<file path="src/rtl/memory_read_ctrl.sv">
// Egress read controller: walks a frame's linked list of packet-memory blocks,
// streams the payload as 1-byte beats and hands each consumed block back to the free list.
module memory_read_ctrl #(
    parameter int ADDR_W        = 14,
    parameter int BLOCK_BYTES   = 64,
    parameter int PAYLOAD_BYTES = 62,
    parameter int LEN_W         = 16,
    parameter int BLOCK_BITS    = 8 * BLOCK_BYTES
) (
    input  logic                  clk,
    input  logic                  rst,
    input  logic                  desc_valid_i,
    output logic                  desc_ready_o,
    input  logic [ADDR_W-1:0]     desc_start_idx_i,
    input  logic [LEN_W-1:0]      desc_len_i,
    input  logic                  mem_ready_i,
    output logic                  mem_re_o,
    output logic [ADDR_W-1:0]     mem_addr_o,
    input  logic                  mem_rvalid_i,
    input  logic [BLOCK_BITS-1:0] mem_rdata_i,
    output logic                  fl_free_req_o,
    output logic [ADDR_W-1:0]     fl_free_block_idx_o,
    input  logic                  fl_free_gnt_i,
    output logic [7:0]            data_o,
    output logic                  data_valid_o,
    output logic                  data_begin_o,
    output logic                  data_end_o,
    input  logic                  data_ready_i,
    output logic                  err_o
);
    localparam int POS_W = $clog2(PAYLOAD_BYTES);

    typedef enum logic [1:0] {IDLE, RD_REQ, RD_WAIT, STREAM} state_t;

    state_t                               state, state_nxt;
    logic [ADDR_W-1:0]                    idx, next_idx, free_idx;
    logic [LEN_W-1:0]                     rem;
    logic                                 first, eop, free_full, err;
    logic [PAYLOAD_BYTES-1:0][7:0]        payload;
    logic [POS_W-1:0]                     pos, pos_init;
    logic                                 desc_fire, beat, last_blk, rem_one, frame_end;
    logic                                 unused_rsvd;

    assign unused_rsvd = mem_rdata_i[0];

    // pos is the byte slot still to send; payload is right-justified so byte k sits at slot n-1-k
    assign pos_init  = (rem < LEN_W'(PAYLOAD_BYTES)) ? POS_W'(rem - LEN_W'(1))
                                                     : POS_W'(PAYLOAD_BYTES - 1);
    assign rem_one   = (rem == LEN_W'(1));
    assign last_blk  = (pos == '0);
    assign frame_end = last_blk && (rem_one || eop);
    assign beat      = data_valid_o && data_ready_i;
    assign desc_fire = desc_valid_i && desc_ready_o;

    always_comb begin
        state_nxt    = state;
        desc_ready_o = 1'b0;
        mem_re_o     = 1'b0;
        data_valid_o = 1'b0;
        case (state)
            IDLE: begin
                desc_ready_o = !free_full;
                if (desc_valid_i && !free_full) state_nxt = RD_REQ;
            end
            RD_REQ: begin
                mem_re_o = !free_full;
                if (mem_ready_i && !free_full) state_nxt = RD_WAIT;
            end
            RD_WAIT: begin
                if (mem_rvalid_i) state_nxt = STREAM;
            end
            STREAM: begin
                data_valid_o = 1'b1;
                if (data_ready_i && last_blk) state_nxt = (rem_one || eop) ? IDLE : RD_REQ;
            end
            default: state_nxt = IDLE;
        endcase
    end

    // Byte outputs decode only from registers, so they hold steady across a sink stall
    assign data_o              = payload[pos];
    assign data_begin_o        = data_valid_o && first;
    assign data_end_o          = data_valid_o && frame_end;
    assign mem_addr_o          = idx;
    assign fl_free_req_o       = free_full;
    assign fl_free_block_idx_o = free_idx;
    assign err_o               = err;

    always_ff @(posedge clk or posedge rst) begin
        if (rst) begin
            state     <= IDLE;
            idx       <= '0;
            next_idx  <= '0;
            free_idx  <= '0;
            rem       <= '0;
            first     <= 1'b0;
            eop       <= 1'b0;
            free_full <= 1'b0;
            err       <= 1'b0;
            payload   <= '0;
            pos       <= '0;
        end else begin
            state <= state_nxt;
            // mismatch: frame finished without eop, or eop seen with bytes still owed
            err   <= beat && last_blk && (rem_one != eop);
            if (desc_fire) begin
                idx   <= desc_start_idx_i;
                rem   <= (desc_len_i == '0) ? LEN_W'(1) : desc_len_i;
                first <= 1'b1;
            end
            if (state == RD_WAIT && mem_rvalid_i) begin
                payload  <= mem_rdata_i[BLOCK_BITS-1 -: 8*PAYLOAD_BYTES];
                next_idx <= mem_rdata_i[ADDR_W+1:2];
                eop      <= mem_rdata_i[1];
                pos      <= pos_init;
            end
            if (beat) begin
                rem   <= rem - LEN_W'(1);
                first <= 1'b0;
                if (!last_blk)       pos <= pos - POS_W'(1);
                else if (!frame_end) idx <= next_idx;
            end
            // never loaded while full: RD_REQ and IDLE both hold off until the grant
            if (beat && last_blk) begin
                free_full <= 1'b1;
                free_idx  <= idx;
            end else if (fl_free_gnt_i) begin
                free_full <= 1'b0;
            end
        end
    end
endmodule
</file>
<file path="config.mk">
export PLATFORM = sky130hd
export DESIGN_NAME = memory_read_ctrl
export DESIGN_NICKNAME = d
export VERILOG_FILES = /design/src/rtl/memory_read_ctrl.sv
export SDC_FILE = /design/constraint.sdc
export NUM_CORES = 2
export LEC_CHECK = 0
export CORE_MARGIN = 2
export CORE_UTILIZATION = 51
export CTS_CLUSTER_DIAMETER = 50
export DETAILED_ROUTE_END_ITERATION = 8
export PLACE_DENSITY = 0.81
export SYNTH_ARGS = -nofsm -noshare
export SYNTH_HDL_FRONTEND = slang
export SYNTH_SLANG_ARGS = --single-unit
</file>
<file path="constraint.sdc">
create_clock -name clk -period 22.8 [get_ports clk]
set_input_delay 3.42 -clock clk [delete_from_list [all_inputs] [get_ports clk]]
set_output_delay 3.42 -clock clk [all_outputs]
set_load 0.05 [all_outputs]
</file>
==> metrics.md <==
| Metric | Value |
|---|---|
| Setup Viol. Count Final | 0 |
| Hold depth | 2 |
| Hold slack | 467 ps |
| Top cell by count, worst path | buf_4 |
| Yosys reg bits | 566 |
| Hold WC Path Type | register to register |
| Drt total wl | ~85 mm |
| Final nets | ~3900 |
| Total GRT Usage | between 30% and 40% |
| TNS Setup | 0 ps |
| # IOs | 592 |
| WS Path Type | register to output pin |
| Post-CTS Resized | 0 |
| Design area | 34600 µm² |
| Port Buf Inserts | 590 |
| Die Wd | roughly 230 µm |
| First-pass DRT Iterations | 6 |
| Slowest stage delay, CP | 820 ps |
| Synth Net Count | 3375 |
| Total CTS buffers | 66 |
| Max-Cap Viols | 0 |
| H-tree levels | 3 |
| Wire per inst | around 21 µm |
| Area of all sequential standard cells | between 10000 and 15000 µm² |
| Post-Synthesis Cells | approximately 2800 |
| Max Fclk | 112 MHz |
| # hold bufs at CTS | 0 |
| Largest net degree at the start of global routing | about 240 |
| Pleak | between 15 and 20 nW |
| Tightest Pin Transition | 1120 ps |
| Post-synth EDFFs | 0 |
| Initial antenna violation count | 24 |
| RSZ-0062 raised after global routing | no |
| Status | finished, final reports clean |
| Core region area | roughly 51000 µm² |
| Post-DP Area | 32400 µm² |
| Clk Latency, worst-skew pair | ~590 ps |
| RR Startpoint | pos[0] |
| Drt drc | 0 |
| Die height | 231 µm |
| Max VDD drop | about 70 µV |
| Clock sinks | 566 |
| CP Max Fanout | 41 |
| Vias | 22700 |
| Clk_skew | approximately 13 ps |
| Crit end category | output pin |
| Hold Path Sink | payload[60] |
| Area delta synth->final | 31.9% |
| Routed Antenna Nets | 0 |
| Grt ovf | 0 |
| Worst-path clk slew | 50 ps |
| DRT iter0 DRCs | approximately 2200 |
| Synthesized cell area | 26200 µm² |
| Area of the multi-input gates | 11200 µm² |
| Final slew viol count | 0 |
| Startpoint types | register |
| Clk buf depth | 3 |
| Finished Core Util | 67.7% |
| First-pass GRT wire length | 132 mm |
| Layout cell share with drive strength beyond 1 | 8.36% |
| Reg2Reg Depth | 8 |
| Reg2Reg Setup Slack | 18740 ps |
| Worst Slack Setup Final | 13830 ps |
| CTS root buf | clkbuf_16 |
| Syn_area_per_cell | approximately 9.3 µm² |
| Postcts setup bufs | 0 |
| Ys Warns | 0 |
| Pwr Density | approximately 140 nW/µm² |
| Synth unique cells | 67 |
| Hold path startpoint | payload[60] |
| Worst path slowest cell | clkdlybuf4s50_1 |
| Crit path DAT | 5550 ps |
| Die area | 53300 µm² |
| FILL cells | 3775 |
| Via-to-Cell Ratio | around 5.6 |
| Placement Setup Slack | 14300 ps |
| Worst rel slew slack | between 20% and 30% |
| CTS tree | yes |
| Hold Fails Final Rpt | 0 |
| Crit path required time | 19380 ps |
| GP Congestion | 0.896 |
| FFs w/ async S/R, synth | 100% |
| Top_reg_cell synth | dfrtp_1 |
| Initial core utilization | between 50% and 60% |
| Vias in the first global route | 23500 |
| Worst-path cell chain | buf_4, buf_4, mux4_1, mux4_2, nor2_1, a31o_1, a21oi_1, clkdlybuf4s50_1 |
| Std cell rows | 83 |
| DP HPWL | 59.1 mm |
| Worst r2r dst | fl_free_block_idx_o[10] |
| Final period util | between 30% and 40% |
| Sequential fraction of the synthesis area | about 54% |
| Min Clock Period, post-route | 8970 ps |
[worst max path at each step]
| stage | to | slack [ps] | start |
|---|---|---|---|
| finish | data_o[0] | 13830 | pos[0] |
| global route | data_o[0] | 13590 | pos[0] |
| CTS | data_o[0] | 13670 | pos[0] |
| detailed placement | data_o[0] | 14300 | pos[0] |
| global placement | data_o[0] | 14270 | pos[0] |
| floorplan | eop | 3550 | rst |
[kinds of logic after synthesis]
family	synth area share, %
multiplexers	13.1
buffers and inverters	3.39
flip-flops	54.0
adder cells (fa/ha/maj)	0.477
AND/OR/NAND/NOR	25.4
AO/OA/AOI/OAI	3.51
XOR/XNOR	0.100
[cell usage in the layout (no fill, tap or decap), types with 13 or more instances in the layout]
master | netlist | layout
clkdlybuf4s50_1 | 0 | 590
clkbuf_16 | 0 | 67
mux4_2 | 113 | 113
nand3_1 | 14 | 14
nand2_1 | 1603 | 1602
nor2_1 | 52 | 52
diode_2 | 0 | 20
nor3_1 | 13 | 13
buf_4 | 4 | 19
inv_1 | 16 | 14
mux2_2 | 20 | 20
a21oi_1 | 22 | 22
dfrtp_1 | 566 | 563
o21ai_0 | 20 | 20
mux2i_1 | 40 | 40
a31oi_1 | 20 | 20
[final cells by class]
type                            instances  share of cell area [%]
Antenna cell                           20                   0.145
Clock buffer                           91                    5.45
Clock inverter                         24                   0.738
Inverter                               19                   0.228
Multi-Input combinational cell       2060                    32.4
Sequential cell                       566                    41.0
Tap cell                              680                    2.46
Timing Repair Buffer                  612                    17.6
[registers in the layout, indices dropped and copies added (netlist names)]
register,flops
rem,16
state,2
pos,6
mem_addr_o,14
fl_free_block_idx_o,14
first,1
err_o,1
fl_free_req_o,1
eop,1
payload,496
next_idx,14
[Yosys cell counts, types with 3 or more instances]
cell | n | area share (%)
nand2_1 | 1603 | 23
buf_2 | 19 | 0.36
dfrtp_1 | 566 | 54
a221oi_1 | 5 | 0.17
clkbuf_1 | 127 | 1.8
clkinv_1 | 3 | 0.043
o22ai_1 | 4 | 0.095
a21o_1 | 3 | 0.086
or3_1 | 3 | 0.072
nor2b_1 | 4 | 0.095
buf_6 | 12 | 0.51
nand2b_1 | 6 | 0.14
nor2_1 | 52 | 0.74
a21oi_1 | 22 | 0.42
mux2_4 | 8 | 0.46
nor3_1 | 13 | 0.25
buf_12 | 3 | 0.23
o211ai_1 | 4 | 0.11
nand3_1 | 14 | 0.27
o21a_1 | 3 | 0.086
o221ai_1 | 10 | 0.33
nor4_1 | 7 | 0.17
mux4_1 | 6 | 0.60
a211oi_1 | 5 | 0.14
buf_4 | 4 | 0.11
buf_1 | 6 | 0.086
a31oi_1 | 20 | 0.48
mux2i_1 | 40 | 1.5
a22oi_1 | 4 | 0.11
a211o_1 | 4 | 0.13
and2_1 | 5 | 0.12
ha_1 | 10 | 0.48
mux4_2 | 113 | 9.7
a221o_1 | 8 | 0.31
nor3b_1 | 3 | 0.086
mux2_2 | 20 | 0.86
inv_1 | 16 | 0.23
o21ai_0 | 20 | 0.38
[where the power goes]
part | leakage, nW | total [W] | switching (W) | internal, W
clock network | 1.05 | 0.00105 | 0.000425 | 0.000626
logic | 8.72 | 0.00196 | 0.00113 | 0.000828
registers | 7.11 | 0.00177 | 0.000311 | 0.00146
[critical path, delay by kind of cell, from the launching register on]
family	cells	cell delay [ps]
AOI/OAI and AO/OA	2	220
buffers and inverters	3	2300
DFF	1	730
muxes	2	1330
and+or+nand+nor	1	320
[stage by stage]
stage | instances | power, W
2_1_floorplan | 2816 | 0.00305
3_3_place_gp | 3937 | 0.00363
3_5_place_dp | 3937 | 0.00372
4_1_cts | 4052 | 0.00479
5_1_grt | 4070 | 0.00505
6_report | 4072 | 0.00478
[layer usage]
| layer | track usage [%] | routed length [µm] |
|---|---|---|
| met1 | 41.5 | 33300 |
| met2 | 52.3 | 40900 |
| met3 | 6.24 | 6550 |
| met4 | 16.4 | 4410 |
| met5 | 0 | 47 |
Note: power is estimated with default switching activity, not from simulation.
